**config.mk**
```make
export PLATFORM = sky130hd
export DESIGN_NAME = sync_fifo
export DESIGN_NICKNAME = d
export VERILOG_FILES = /design/src/rtl/utils_pkg.sv /design/src/rtl/fifo_mem.sv /design/src/rtl/sync_fifo.sv
export SDC_FILE = /design/constraint.sdc
export NUM_CORES = 1
export LEC_CHECK = 0
export ABC_AREA = 0
export BUFFER_PORTS_ARGS = -buffer_cell sky130_fd_sc_hd__buf_2
export CORE_UTILIZATION = 40
export CTS_CLUSTER_DIAMETER = 50
export DETAILED_ROUTE_END_ITERATION = 8
export HOLD_SLACK_MARGIN = 0.03
export PLACE_DENSITY = 0.54
export RECOVER_POWER = 50
export SLEW_MARGIN = 20
export SYNTH_ARGS = -nofsm -noshare
export SYNTH_HDL_FRONTEND = slang
export SYNTH_SLANG_ARGS = --single-unit
```
**constraint.sdc**
```tcl
create_clock -name clk_i -period 3.5 [get_ports clk_i]
set_input_delay 0.35 -clock clk_i [delete_from_list [all_inputs] [get_ports clk_i]]
set_output_delay 0.35 -clock clk_i [all_outputs]
set_load 0.005 [all_outputs]
```
**src/rtl/utils_pkg.sv**
```systemverilog
// ----------------------------------------------------------------------------
// utils_pkg
// Shared helpers for the FIFO family (single- and dual-clock).
//
// Contents:
//   next_ptr(ptr, depth) : advance a 0..depth-1 index, wrapping depth-1 -> 0
//                          by compare, so any depth works (not only 2^n).
// ----------------------------------------------------------------------------
package utils_pkg;

    function automatic int next_ptr(input int ptr, input int depth);
        return (ptr == depth - 1) ? 0 : ptr + 1;
    endfunction

endpackage : utils_pkg

```
**src/rtl/fifo_mem.sv**
```systemverilog
// ----------------------------------------------------------------------------
// fifo_mem
// Width x Depth flop array with one synchronous write port and one
// asynchronous read port. Holds no control state, so it is shared by the
// single-clock and dual-clock FIFOs.
//
// Ports:
//   clk_i    in  1        write clock
//   we_i     in  1        write enable
//   waddr_i  in  AddrW    write address, 0..Depth-1
//   wdata_i  in  Width    write data
//   raddr_i  in  AddrW    read address, 0..Depth-1
//   rdata_o  out Width    mem[raddr_i], combinational
// ----------------------------------------------------------------------------
module fifo_mem #(
    parameter int Width = 8,
    parameter int Depth = 8,
    parameter int AddrW = (Depth > 1) ? $clog2(Depth) : 1
) (
    input  logic             clk_i,
    input  logic             we_i,
    input  logic [AddrW-1:0] waddr_i,
    input  logic [Width-1:0] wdata_i,
    input  logic [AddrW-1:0] raddr_i,
    output logic [Width-1:0] rdata_o
);

    logic [Width-1:0] mem_q [Depth];

    // NOTE: the storage array has no reset; occupancy is tracked by the
    // controller, so stale words are never observable and reset fan-out to
    // every bit is avoided.
    always_ff @(posedge clk_i) begin
        if (we_i) begin
            mem_q[waddr_i] <= wdata_i;
        end
    end

    assign rdata_o = mem_q[raddr_i];

endmodule : fifo_mem

```
**src/rtl/sync_fifo.sv**
```systemverilog
// ----------------------------------------------------------------------------
// sync_fifo
// Single-clock FIFO of any Depth >= 2 with all entries usable. Read side is
// either registered (data_o valid the cycle after an accepted read) or
// first-word-fall-through. Provides fill level, almost-full/almost-empty
// thresholds, flush and sticky overflow/underflow flags.
//
// Ports:
//   clk_i           in   1      clock
//   rst_i           in   1      synchronous reset, active-high
//   flush_i         in   1      synchronous clear of contents and error flags
//   read_req_i      in   1      pop request
//   read_valid_o    out  1      not empty; read accepted on req && valid
//   data_o          out  Width  read data
//   write_req_i     in   1      push request
//   write_valid_o   out  1      not full; write accepted on req && valid
//   data_i          in   Width  write data
//   level_o         out  LvlW   occupancy 0..Depth
//   almost_full_o   out  1      level_o >= AlmostFull
//   almost_empty_o  out  1      level_o <= AlmostEmpty
//   overflow_o      out  1      sticky: write requested while full
//   underflow_o     out  1      sticky: read requested while empty
// ----------------------------------------------------------------------------
module sync_fifo #(
    parameter int Width       = 8,
    parameter int Depth       = 8,
    parameter int FallThrough = 0,
    parameter int AlmostFull  = 6,
    parameter int AlmostEmpty = 1
) (
    input  logic                       clk_i,
    input  logic                       rst_i,
    input  logic                       flush_i,
    input  logic                       read_req_i,
    output logic                       read_valid_o,
    output logic [Width-1:0]           data_o,
    input  logic                       write_req_i,
    output logic                       write_valid_o,
    input  logic [Width-1:0]           data_i,
    output logic [$clog2(Depth+1)-1:0] level_o,
    output logic                       almost_full_o,
    output logic                       almost_empty_o,
    output logic                       overflow_o,
    output logic                       underflow_o
);

    import utils_pkg::*;

    localparam int PtrW = (Depth > 1) ? $clog2(Depth) : 1;
    localparam int LvlW = $clog2(Depth + 1);

    // ------------------------------------------------------------------------
    // Elaboration-time parameter checks
    // ------------------------------------------------------------------------
    if (Depth < 2) begin : g_chk_depth
        $error("sync_fifo: Depth must be >= 2");
    end
    if (!(AlmostEmpty >= 0 && AlmostEmpty < AlmostFull && AlmostFull <= Depth))
    begin : g_chk_thresh
        $error("sync_fifo: need 0 <= AlmostEmpty < AlmostFull <= Depth");
    end

    // ------------------------------------------------------------------------
    // State
    // ------------------------------------------------------------------------
    logic [PtrW-1:0]  wr_ptr_q, wr_ptr_d;
    logic [PtrW-1:0]  rd_ptr_q, rd_ptr_d;
    logic [LvlW-1:0]  level_q,  level_d;
    logic             ovf_q,    ovf_d;
    logic             unf_q,    unf_d;

    logic             wr_en;
    logic             rd_en;
    logic [Width-1:0] mem_rdata;

    // Full/empty come straight from the level register, so a same-cycle read
    // never frees a slot for a write and a same-cycle write never feeds a read.
    assign read_valid_o  = (level_q != '0);
    assign write_valid_o = (level_q != LvlW'(Depth));

    assign wr_en = write_req_i && write_valid_o;
    assign rd_en = read_req_i  && read_valid_o;

    // NOTE: every signal written here is given its default first, so each
    // path assigns it and no latch is inferred.
    always_comb begin
        wr_ptr_d = wr_ptr_q;
        rd_ptr_d = rd_ptr_q;
        level_d  = level_q;
        ovf_d    = ovf_q;
        unf_d    = unf_q;

        if (flush_i) begin
            wr_ptr_d = '0;
            rd_ptr_d = '0;
            level_d  = '0;
            ovf_d    = 1'b0;
            unf_d    = 1'b0;
        end else begin
            if (wr_en) begin
                wr_ptr_d = PtrW'(next_ptr(int'(wr_ptr_q), Depth));
            end
            if (rd_en) begin
                rd_ptr_d = PtrW'(next_ptr(int'(rd_ptr_q), Depth));
            end
            case ({wr_en, rd_en})
                2'b10:   level_d = level_q + 1'b1;
                2'b01:   level_d = level_q - 1'b1;
                default: level_d = level_q;
            endcase
            if (write_req_i && !write_valid_o) ovf_d = 1'b1;
            if (read_req_i  && !read_valid_o)  unf_d = 1'b1;
        end
    end

    // NOTE: sequential state uses non-blocking assignments so all registers
    // update together from values sampled at the same edge.
    always_ff @(posedge clk_i) begin
        if (rst_i) begin
            wr_ptr_q <= '0;
            rd_ptr_q <= '0;
            level_q  <= '0;
            ovf_q    <= 1'b0;
            unf_q    <= 1'b0;
        end else begin
            wr_ptr_q <= wr_ptr_d;
            rd_ptr_q <= rd_ptr_d;
            level_q  <= level_d;
            ovf_q    <= ovf_d;
            unf_q    <= unf_d;
        end
    end

    // ------------------------------------------------------------------------
    // Storage
    // ------------------------------------------------------------------------
    fifo_mem #(
        .Width (Width),
        .Depth (Depth),
        .AddrW (PtrW)
    ) u_mem (
        .clk_i   (clk_i),
        .we_i    (wr_en && !flush_i),
        .waddr_i (wr_ptr_q),
        .wdata_i (data_i),
        .raddr_i (rd_ptr_q),
        .rdata_o (mem_rdata)
    );

    // ------------------------------------------------------------------------
    // Read data path
    // ------------------------------------------------------------------------
    if (FallThrough != 0) begin : g_fwft
        // Head word is presented as soon as it is stored; valid with read_valid_o.
        assign data_o = mem_rdata;
    end else begin : g_reg
        logic [Width-1:0] data_q;

        // Loads only on an accepted read; flush and refused reads hold it.
        always_ff @(posedge clk_i) begin
            if (rst_i) begin
                data_q <= '0;
            end else if (rd_en && !flush_i) begin
                data_q <= mem_rdata;
            end
        end

        assign data_o = data_q;
    end

    // ------------------------------------------------------------------------
    // Status outputs
    // ------------------------------------------------------------------------
    assign level_o        = level_q;
    assign almost_full_o  = (level_q >= LvlW'(AlmostFull));
    assign almost_empty_o = (level_q <= LvlW'(AlmostEmpty));
    assign overflow_o     = ovf_q;
    assign underflow_o    = unf_q;

endmodule : sync_fifo
```
# --- Word-level counts from Yosys, hierarchy flattened ---
# Memories as Yosys holds them, arrays and structs flattened. A register that Yosys moved wholly into a read port is not among the register bits.
# Index checks and enable logic that the tools add are counted.
word_totals:
  ff_bits: 12
  ram_bits: 64
  in_bits: 13
  out_inout_bits: 18
  wordCells: 34
  n_memories: 1
mem_list:
  columns: ["memory", "depth", "word_bits", "read_ports", "rd_ports_with_merged_regs", "wr", "line", "source"]
  rows:
  - ["u_mem.mem_q", 8, 8, 1, 1, 1, "fifo_mem.sv:28", "logic [Width-1:0] mem_q [Depth];"]
op_classes:
  add_sub_neg: 4
  order_cmp: 2
  eq_ne: 5
  muxes: 5
  reduce_logical: 12
op_table:
  columns: ["operator", "count"]
  rows:
  - ["case mux 4 bit (2 select lines)", 1]
  - ["adder 3 x 1 -> 3 bit (second input constant)", 2]
  - ["equality test 3 x 1 -> 1 bit (second input constant)", 2]
  - ["logical AND 1 bit", 6]
  - ["2-to-1 mux 3 bit", 2]
  - ["adder 4 x 1 -> 4 bit (second input constant)", 1]
  - ["greater-or-equal comparator 4 x 3 -> 1 bit (second input constant)", 1]
  - ["less-or-equal comparator 4 x 1 -> 1 bit (second input constant)", 1]
  - ["inequality test 4 bit (second input constant)", 1]
  - ["nonzero test 4 bit", 1]
  - ["subtractor 4 x 1 -> 4 bit (second input constant)", 1]
  - ["zero test 1 bit", 3]
  - ["equality test 2 x 1 -> 1 bit (second input constant)", 1]
  - ["equality test 2 bit (second input constant)", 1]
  - ["2-to-1 mux 1 bit", 2]
  - ["nonzero test 2 bit", 1]
  - ["OR reduction 2 bit", 1]

# --- Depth between registers and ports, before layout ---
depth:
  depth_word: 5
  ltp_mapped: 11
  mapped_depth_nobuf: 10

# --- Hierarchy ---
# From an unflattened synthesis, not the netlist that was laid out.
hier_totals:
  hier_cells: 220
  hier_area_um2: 3533.4
modules_own_cells:
  columns: ["mod", "n_inst", "cells_per_inst", "area_per_inst_um2"]
  rows:
  - ["fifo_mem", 1, 106, 2531.2]
  - ["sync_fifo", 1, 114, 1002.2]

# --- Worst setup path after synthesis ---
# No wires, ideal clock.
synth_timing:
  path_type: "reg-to-reg"
  from: "reg level_q[0] (netlist: level_o[0])"
  to: "mem u_mem.mem_q[0][0] (enable)"
  setup_ns: 0.383
  t_arrival_ns: 2.058
  path_slack_ns: 1.059
  stages_incl_launch_ff: 7
  path_buffers: 0
  period_less_slack_ns: 2.441
  path_cell_list: "dfxtp_1 inv_1 ha_1 nand3b_1 nand2_1 or3_1 nor3_1"
synth_between:
  elab_chain_cells: 5
synth_rtl:
  columns: ["item", "line", "source"]
  rows:
  - ["start: declaration", "sync_fifo.sv:68", "logic [LvlW-1:0] level_q, level_d;"]
  - ["start signal: assignment", "sync_fifo.sv:128", "level_q <= level_d;"]
  - ["inequality test 4 bit", "sync_fifo.sv:79", "assign write_valid_o = (level_q != LvlW'(Depth));"]
  - ["net write_valid_o", "sync_fifo.sv:38", "output logic write_valid_o,"]
  - ["logical AND 1 bit", "sync_fifo.sv:81", "assign wr_en = write_req_i && write_valid_o;"]
  - ["logical AND 1 bit", "sync_fifo.sv:143", ".we_i (wr_en && !flush_i),"]
  - ["2-to-1 mux 1 bit", "fifo_mem.sv:34", "if (we_i) begin"]
  - ["2-to-1 mux 1 bit (not written as such)", "fifo_mem.sv:35", "mem_q[waddr_i] <= wdata_i;"]
  - ["end: declaration", "fifo_mem.sv:28", null]
# The timed path passes the listed nets, and every way through them passes these cells.

# --- Final worst setup path ---
layout_timing:
  from: "reg level_q[0] (netlist: level_o[0])"
  to: "mem u_mem.mem_q[6][0] (enable)"
layout_between:
  elab_chain_cells: 5
layout_rtl:
  columns: ["item", "line"]
  rows:
  - ["inequality test 4 bit", "sync_fifo.sv:79"]
  - ["logical AND 1 bit", "sync_fifo.sv:81"]
  - ["logical AND 1 bit", "sync_fifo.sv:143"]
  - ["2-to-1 mux 1 bit", "fifo_mem.sv:34"]
  - ["2-to-1 mux 1 bit (not written as such)", "fifo_mem.sv:35"]
# No other way between the ends.

==> summary.md <==
| Metric | Value |
|---|---|
| Post-synthesis cell area | `0.00341 mm2` |
| Number of top-level pins | `31` |
| Placed cell count | `roughly 330` |
| Critical Path Source Type | `flop` |
| Total inserted antenna cells | `0` |
| Setup Total Neg Slack | `0 ns` |
| Clock buffer count from CTS | `9` |
| Wire length of the first global-routing pass | `around 10000 um` |
| Smallest setup slack after layout | `0.843 ns` |
| Core area | `approximately 0.0082 mm2` |
| Layout cells sized above 1 | `23.3%` |
| Critical path fanouts, max | `8` |
| Vias in the first global route | `between 1500 and 2000` |
| Sum of buffers and inverters on the critical path | `1` |
| Endpoints failing hold | `0` |
| Via/cell ratio | `5.19` |
| Final Instance Count excl. Fillers | `350` |
| Clock transition time at the flip-flop clock pins of the worst setup and hold paths | `0.08 ns` |
| Maximum resistive drop on vdd | `0.000328 V` |
| Area of the die | `0.00889 mm2` |
| Vias | `1818` |
| Critical Path End Type | `flop` |
| Part of the Yosys area used for sequential elements | `68.1%` |
| Internal Pwr Total | `1.46 mW` |
| Part of the total power dissipated in the clock network | `36.1%` |
| Number of cells on the critical path | `6` |
| DP Area | `0.00369 mm2` |
| Number of detailed-route iterations in the first pass | `4` |
| Routed wirelength normalized by instance count | `19.0 um` |
| Final worst path period need | `2.66 ns` |
| Die span in x | `between 90 and 100 um` |
| Synth cell types | `33` |
| CP Data Arrival Time | `roughly 2.6 ns` |
| Maximum frequency from static timing analysis | `between 300 and 400 MHz` |
| First-iteration detailed-routing DRC count | `134` |
| Required arrival time at the worst endpoint | `approximately 3.5 ns` |
| Cells resized by post-CTS repair | `0` |
| Post-detailed-route DRC marker count | `0` |
| CP top delay family | `simple AND/OR/NAND/NOR gates` |
| Fin nets | `263` |
| Number of warning messages in the yosys log | `0` |
| Final-report max-slew violation count | `0` |
| Total setup buffers inserted after CTS | `0` |
| R2R depth | `6` |
| H-tree depth | `3` |
| Maximum single-stage delay on the critical path | `between 0.6 and 0.7 ns` |
| Number of max-cap violations | `0` |
| Worst-margin pin slew | `0.938 ns` |
| Fraction of power consumed by combinational cells | `roughly 5.5%` |
| Standby leakage power | `1.34 nW` |
| Pin count of the biggest net entering global routing | `19` |
| Count of hold buffers inserted by post-cts repair | `0` |
| Mean post-synth cell area | `17.2 um2` |
| Total global routing overflow | `0` |
| Global routing usage summed across all routing layers | `16.4%` |
| Area Growth Syn to Fin | `13.5%` |
| Height of the die | `around 94 um` |
| Relative slew slack | `between 30 and 40%` |
| Maximum clock insertion buffer count | `2` |
| CTS tree | `built` |
| Worst hold margin | `0.304 ns` |
| Placement Rows | `33` |
| Power density of the placed cells | `483 mW/mm2` |
| Effective utilization at floorplan | `41.5%` |
| Total wire length after detailed routing | `6650 um` |
| Finish-stage setup viols | `0` |
| Cells on Worst Hold Path | `3` |
| Number of antenna-violating nets in the routed design | `0` |
| Flop and latch count out of synthesis | `84` |
| Status | `complete, no violations` |
| Clock insertion delay at the later pin of the skew report | `0.35 ns` |
| Design Area, Final | `0.00387 mm2` |
| Setup Crit Path Kind | `reg2reg` |
| Dpl ws | `0.901 ns` |
| Number of antenna violations at the first check in global routing | `0` |
| Crit share post-route | `75.9%` |
| Highest-count cells in the layout ignoring fill and taps | `edfxtp_1, dfxtp_1, buf_2` |
| Cell at the root of the clock tree | `clkbuf_8` |
| Portion of total power attributed to sequential cells | `58.3%` |
| HPWL Detailed | `4190 um` |
| Number of instances in the synthesized netlist | `approximately 200` |
| PortBufs | `30` |
| Global placement routability congestion | `0.740` |
| Most common library cell in the layout ignoring fill and taps | `edfxtp_1` |
| Net switching component of the power | `0.411 mW` |
| Post-route clock skew | `roughly 0.0076 ns` |
| Critical path cell sequence | `inv_1 -> ha_1 -> nand3b_1 -> nand2_1 -> or3_1 -> nor2_1` |
| RSZ-0062 raised after global routing | `false` |
| Type of the tightest min-delay check | `in2reg` |
| Net Sw Frac | `22.0%` |
| Synthesized Nets | `221` |
| Clk sink count | `84` |
| CP max-delay cell | `nor2_1` |
[power by group through the flow]
stage	Clock (mW)	Combinational (mW)	Sequential [mW]
floorplan	0	0.0627	1.11
global route	0.731	0.115	1.09
finish	0.676	0.104	1.09
detailed placement	0	0.106	1.11
CTS	0.697	0.106	1.09
global placement	0	0.105	1.11
[cell usage after synthesis]
| master | number | area share [%] |
|---|---|---|
| a211oi_1 | 1 | 0.22 |
| a21oi_1 | 9 | 1.3 |
| a22o_1 | 8 | 2.1 |
| a31oi_1 | 1 | 0.18 |
| a31oi_2 | 1 | 0.37 |
| buf_12 | 1 | 0.59 |
| buf_2 | 1 | 0.15 |
| buf_6 | 2 | 0.66 |
| clkbuf_1 | 3 | 0.33 |
| dfxtp_1 | 20 | 12 |
| edfxtp_1 | 64 | 56 |
| ha_1 | 10 | 3.7 |
| inv_1 | 5 | 0.55 |
| mux2_2 | 8 | 2.6 |
| mux2i_1 | 1 | 0.29 |
| mux4_1 | 8 | 6.2 |
| mux4_2 | 8 | 5.3 |
| nand2_1 | 9 | 0.99 |
| nand2b_1 | 3 | 0.55 |
| nand3_1 | 3 | 0.44 |
| nand3b_1 | 1 | 0.22 |
| nand4_1 | 1 | 0.18 |
| nand4b_1 | 2 | 0.51 |
| nor2_1 | 13 | 1.4 |
| nor3_1 | 2 | 0.29 |
| o21a_1 | 1 | 0.22 |
| o21ai_0 | 2 | 0.29 |
| or2_1 | 1 | 0.18 |
| or3_1 | 4 | 0.73 |
| or3b_1 | 1 | 0.26 |
| or4b_1 | 1 | 0.29 |
| xnor2_1 | 1 | 0.26 |
| xor2_1 | 2 | 0.51 |
[per-layer routing]
metal  wire (um)  part of all wire, %  GRT usage (%)  vias up
li1            -                    -              -      866
met1        3320                   50           24.2      896
met2        2940                   44           23.7       50
met3         335                  5.0           5.26        6
met4          51                 0.77           3.85        0
met5           0                    0              0        -
[worst min-delay path: cells and delay by family]
kind	cells	cell delay [ns]
buffers and inverters	1	0.13
AOI/OAI and AO/OA	1	0.07
and+or+nand+nor	1	0.07
[path summary, 6_finish.rpt]
path / start / slack, ns / endpoint
setup / recovery: level_o[0]$_SDFFE_PP0P_ / 0.84 / u_mem.mem_q[6][0]$_DFFE_PP_
hold / removal: write_req_i / 0.30 / overflow_o$_SDFFE_PP0P_
setup reg to reg: level_o[0]$_SDFFE_PP0P_ / 0.84 / u_mem.mem_q[6][0]$_DFFE_PP_
hold reg to reg: overflow_o$_SDFFE_PP0P_ / 0.48 / overflow_o$_SDFFE_PP0P_
[kinds of logic (layout without fill, tap and decap cells)]
logic type               Yosys count  count (layout)  synth area share, %
flip-flops                        84              84                 68.1
AND/OR/NAND/NOR                   41              41                 6.09
multiplexers                      25              25                 14.4
AO/OA/AOI/OAI                     23              23                 4.66
buffers and inverters             12              59                 2.28
adder cells (fa/ha/maj)           10              10                 3.67
XOR/XNOR                           3               3                0.771
[state kept, by name (all words and copies together) (netlist names)]
name	flops
underflow_o	1
wr_ptr_q	3
overflow_o	1
rd_ptr_q	3
data_o	8
level_o	4
u_mem.mem_q	64
[metrics by stage]
step | power (mW) | utilization [%]
2_1_floorplan | 1.18 | -
3_3_place_gp | 1.22 | 44.9
4_1_cts | 1.89 | 47.3
6_report | 1.87 | 47.1
5_1_grt | 1.94 | 47.1
3_5_place_dp | 1.22 | 44.9
[layout make-up]
| type | count | area (um2) |
|---|---|---|
| sequential | 84 | 2320 |
| timing repair buffer | 38 | 195 |
| inverter | 5 | 18.8 |
| tap | 105 | 131 |
| clock inverter | 5 | 62.6 |
| fill | 741 | 4350 |
| multi-input combinational | 102 | 1010 |
| clock buffer | 11 | 131 |
(Power assumes the default switching activity.)
